File: config.mk
export PLATFORM = sky130hd
export DESIGN_NAME = rolfmobile99_uart_tx_flat
export DESIGN_NICKNAME = d
export VERILOG_FILES = /design/src/rtl/rolfmobile99_uart_tx_if.sv /design/src/rtl/rolfmobile99_uart_tx.sv /design/src/flat_wrapper.sv
export SDC_FILE = /design/constraint.sdc
export NUM_CORES = 1
export LEC_CHECK = 0
export ABC_AREA = 1
export BUFFER_PORTS_ARGS = -buffer_cell sky130_fd_sc_hd__buf_2
export CORE_MARGIN = 2
export CORE_UTILIZATION = 55
export DETAILED_ROUTE_END_ITERATION = 10
export PLACE_DENSITY_LB_ADDON = 0.08
export SLEW_MARGIN = 10
export SYNTH_ARGS = -nofsm -noshare
export SYNTH_HDL_FRONTEND = slang
export SYNTH_SLANG_ARGS = --single-unit
File: constraint.sdc
create_clock -name clk -period 1.9 [get_ports clk]
set_input_delay 0.095 -clock clk [delete_from_list [all_inputs] [get_ports clk]]
set_output_delay 0.095 -clock clk [all_outputs]
set_load 0.005 [all_outputs]
File: src/rtl/rolfmobile99_uart_tx_if.sv
// rolfmobile99_uart_tx_if: byte handshake between a producer and the UART transmitter.
//   tx_data  [7:0] byte offered by the producer
//   tx_valid       producer has a byte on tx_data
//   tx_ready       transmitter can accept a byte this cycle
interface rolfmobile99_uart_tx_if;
    logic [7:0] tx_data;
    logic       tx_valid;
    logic       tx_ready;
    modport master (output tx_data, tx_valid, input tx_ready);
    modport slave  (input tx_data, tx_valid, output tx_ready);
endinterface

File: src/rtl/rolfmobile99_uart_tx.sv
// rolfmobile99_uart_tx: 8N1 UART transmitter fed by a valid/ready byte handshake.
//   clk    system clock, rising edge
//   reset  asynchronous active-low reset
//   s      slave side of the byte handshake (tx_data, tx_valid, tx_ready)
//   tx     registered serial line, idle high
//   busy   registered, high from first start cycle through last stop cycle
module rolfmobile99_uart_tx #(
    parameter int CLKS_PER_BIT = 4
) (
    input  logic                   clk,
    input  logic                   reset,
    rolfmobile99_uart_tx_if.slave  s,
    output logic                   tx,
    output logic                   busy
);
    localparam int CW = $clog2(CLKS_PER_BIT);
    typedef enum logic [1:0] {IDLE, START, DATA, STOP} state_t;
    state_t        state, state_d;
    logic [CW-1:0] cnt, cnt_d;
    logic [2:0]    idx, idx_d;
    logic [7:0]    sh, sh_d;
    logic          tx_d, busy_d, last, accept;

    assign last       = cnt == CW'(CLKS_PER_BIT - 1);
    // Ready in the final stop cycle too, so frames can run back to back.
    assign s.tx_ready = (state == IDLE) || (state == STOP && last);
    assign accept     = s.tx_valid && s.tx_ready;

    always_comb begin
        state_d = state;
        cnt_d   = (state == IDLE || last) ? '0 : cnt + CW'(1);
        idx_d   = idx;
        sh_d    = accept ? s.tx_data : sh;
        case (state)
            IDLE:  state_d = accept ? START : IDLE;
            START: state_d = last ? DATA : START;
            DATA: begin
                if (last) begin
                    idx_d   = idx + 3'd1;
                    sh_d    = sh >> 1;
                    state_d = (idx == 3'd7) ? STOP : DATA;
                end
            end
            default: state_d = last ? (accept ? START : IDLE) : STOP;
        endcase
        // Line level is decided from next state so tx is a clean register.
        tx_d   = (state_d == START) ? 1'b0 : (state_d == DATA) ? sh_d[0] : 1'b1;
        busy_d = state_d != IDLE;
    end

    always_ff @(posedge clk or negedge reset) begin
        if (!reset) begin
            state <= IDLE;
            cnt   <= '0;
            idx   <= '0;
            sh    <= '0;
            tx    <= 1'b1;
            busy  <= 1'b0;
        end else begin
            state <= state_d;
            cnt   <= cnt_d;
            idx   <= idx_d;
            sh    <= sh_d;
            tx    <= tx_d;
            busy  <= busy_d;
        end
    end
endmodule

File: src/flat_wrapper.sv
// flat-port wrapper written by rule: the top's interface ports become plain ports
module rolfmobile99_uart_tx_flat 
#(
    parameter int CLKS_PER_BIT = 4
)
  (clk, reset, tx, busy, s_tx_data, s_tx_valid, s_tx_ready);
  rolfmobile99_uart_tx_if s_i ();
  input  logic clk;
  input  logic reset;
  output logic tx;
  output logic busy;
  input wire logic [$bits(s_i.tx_data)-1:0] s_tx_data;
  input wire logic [$bits(s_i.tx_valid)-1:0] s_tx_valid;
  output wire logic [$bits(s_i.tx_ready)-1:0] s_tx_ready;
  assign s_i.tx_data = s_tx_data;
  assign s_i.tx_valid = s_tx_valid;
  assign s_tx_ready = s_i.tx_ready;
  rolfmobile99_uart_tx #(.CLKS_PER_BIT(CLKS_PER_BIT)) u_core (.clk(clk), .reset(reset), .s(s_i), .tx(tx), .busy(busy));
endmodule
==> results.cfg <==
[logic_synthesis]
ys.warnings.count = 0
netlist_instances = 92
synth_mux_area_frac = 0
ys_top_cells_by_area = dfrtp_1, nand2_1, inv_1
ys_ff_latch = 17
syn_area_um2 = 840
synth-compound-area-share = 0.143
synth-simple-area-share = 0.189
async_flop_share = 1.00
synth_top_area_cell = dfrtp_1
synth-xor-area-share = 0.0104
synth_fa_ha_area_frac = 0.0596
synthFlopType = dfrtp_1
synth_top_family_by_area = simple AND/OR/NAND/NOR gates
synth_cell_types = 22
seq_area_frac_synth = 0.508
synth_edf_count = 0
synth.top_cell.area_share = 0.477
avgSynthCellArea_um2 = 9.13
syn-num-nets = 107

[floorplan]
row_count = 14
io_pins = 14
die_x_um = 43.1
dieArea_um2 = 1860
start_util = 0.571
core_um2 = 1470
die_h_um = 43.1

[global_route]
grt_pass1_wl_mm = 2.39
first_global_vias = 629
antenna_found_initial = 0
grt_max_degree = 18
track_usage = 0.173
grt.overflow.total = 0

[place]
pre_cts_ws_ns = 0.492
port_buffers = 13
dp_hpwl_mm = 1.06
gp_congestion = 0.772

[clock_tree]
cts.sink_count = 17
post-cts-setup-buffers = 0
path_clk_slew_ns = 0.09
cts-resized-gates = 0
htree_levels = 1
clockBufferDepth = 2
cts_buffers = 3
clkLatencyLatePin_ns = 0.28
cts_root_buffer = clkbuf_4
tritoncts = yes

[worst_setup_path]
crit_fanout = 10
r2r_end = u_core.sh[3]
reg2reg_depth = 6
worstSetupEndpointType = flop
start_kind = flop
worstPathRequired_ns = 2.06
path_class = reg2reg
rr_startpoint = u_core.cnt[0]
r2r_slack_ns = 0.44
arrival_ns = 1.62

[timing]
rsz0062_at_grt = no
fin_skew_ns = 0.00147
tns_ns = 0
layout_min_cycle_time_ns = 1.46
fin_ws_ns = 0.443
maxSlewHeadroom = 0.762
max_freq_mhz = 686
fin_crit_sh = 0.767
slew_violations = 0
worst_pin_slew_ns = 0.357
finalSetupViolCount = 0
hold_violations = 0

[finish]
diodes = 0
area_growth_pct = 13.4
final_common_cell = nand2_1
nets = 125
final_core_util = 0.647
final_cell_mix = nand2_1, dfrtp_1, inv_1, buf_2, o21ai_1
fillers = 134
drive_gt1_frac = 0.239

[routing]
wl_per_cell_um = 11.3
ant_nets = 0
vias = 632
drc = 0
first_pass_iters = 4
dr.first_iter.drc_count = 10
viasPerCell = 5.06
routed_wl_mm = 1.41

[min_path]
whs_path_depth = 3
holdCritPathClass = in2reg
hold_end = u_core.sh[6]
worstHoldStart = s_tx_data[6]

[power]
p_leak_nw = 0.512
ir_drop_mv = 0.710
p_per_area_nw_per_um2 = 1390

[flow_run]
drv_cap = 0

[run_status]
status = finished, final reports clean
==> state kept, by name (all words and copies together), names as in the netlist <==
register / flops
u_core.cnt: 2
u_core.tx: 1
u_core.sh: 8
u_core.idx: 3
u_core.busy: 1
u_core.state: 2
==> final cells by class <==
type                            instances  area, um^2  share of cell area
Sequential cell                        17         427               0.448
Tap cell                               16        20.0              0.0210
Clock buffer                            4        26.3              0.0276
Inverter                               15        58.8              0.0618
Timing Repair Buffer                   15        82.6              0.0867
Multi-Input combinational cell         58         338               0.355
==> worst max-delay path by stage <==
stage | start | cells after the start | endpoint | slack, ns
finish | u_core.cnt[0] | 6 | u_core.sh[3] | 0.44
floorplan | u_core.idx[0] | 9 | u_core.tx | 0.64
detailed placement | u_core.cnt[0] | 6 | u_core.sh[1] | 0.49
global route | u_core.cnt[0] | 6 | u_core.sh[1] | 0.31
global placement | u_core.cnt[0] | 6 | u_core.sh[2] | 0.53
CTS | u_core.cnt[0] | 6 | u_core.sh[1] | 0.46
==> kinds of logic (layout without fill, tap and decap cells) <==
kind of cell	Yosys count	after routing
buffers and inverters	17	34
flip-flops	17	17
adder cells (fa/ha/maj)	4	4
XOR/XNOR	1	1
AO/OA/AOI/OAI	22	22
AND/OR/NAND/NOR	31	31
==> per-stage QoR <==
stage | total power, mW | hold WS [ns] | instance area [um^2] | std cells
2_1_floorplan | 1.02 | -0.201 | 840 | 92
3_3_place_gp | 1.12 | 0.0297 | 916 | 120
3_5_place_dp | 1.14 | 0.0319 | 916 | 120
4_1_cts | 1.33 | 0.0252 | 952 | 125
5_1_grt | 1.44 | 0.0222 | 952 | 125
6_report | 1.32 | 0.0275 | 952 | 125
==> cell usage after synthesis, types with 2 or more instances <==
cell type / n
a21oi_1: 6
a21oi_2: 2
dfrtp_1: 16
ha_1: 4
inv_1: 14
nand2_1: 17
nand2_4: 2
nand3_1: 4
nand3_2: 2
nor2_1: 2
o21ai_0: 5
o21ai_1: 8
==> power by group <==
part / leakage (nW) / internal, mW / switching [mW]
clock: 0.0150 / 0.0816 / 0.107
sequential: 0.201 / 0.518 / 0.0726
combinational: 0.296 / 0.226 / 0.315
total: 0.512 / 0.825 / 0.495
==> worst max-delay path: stages, from the launching register on <==
cell,delay (ns)
dfrtp_1,0.39
ha_1,0.23
nand3_1,0.27
inv_4,0.21
a21oi_1,0.06
o21ai_1,0.07
o21ai_0,0.10
==> per-layer routing <==
metal | share of wire | global-route usage | routed length, um | vias to the layer above
met4 | 0.011 | 0.0848 | 15 | 0
met5 | 0 | 0 | 0 | -
met2 | 0.45 | 0.282 | 629 | 14
li1 | - | - | - | 333
met3 | 0.045 | 0.0298 | 63 | 4
met1 | 0.50 | 0.221 | 698 | 281
==> repair_timing <==
action	CTS	global route
hold buffers	1	0
setup endpoints to repair	0	0
endpoints found under the hold margin	16	0
Note: power is estimated with default switching activity, not from simulation.
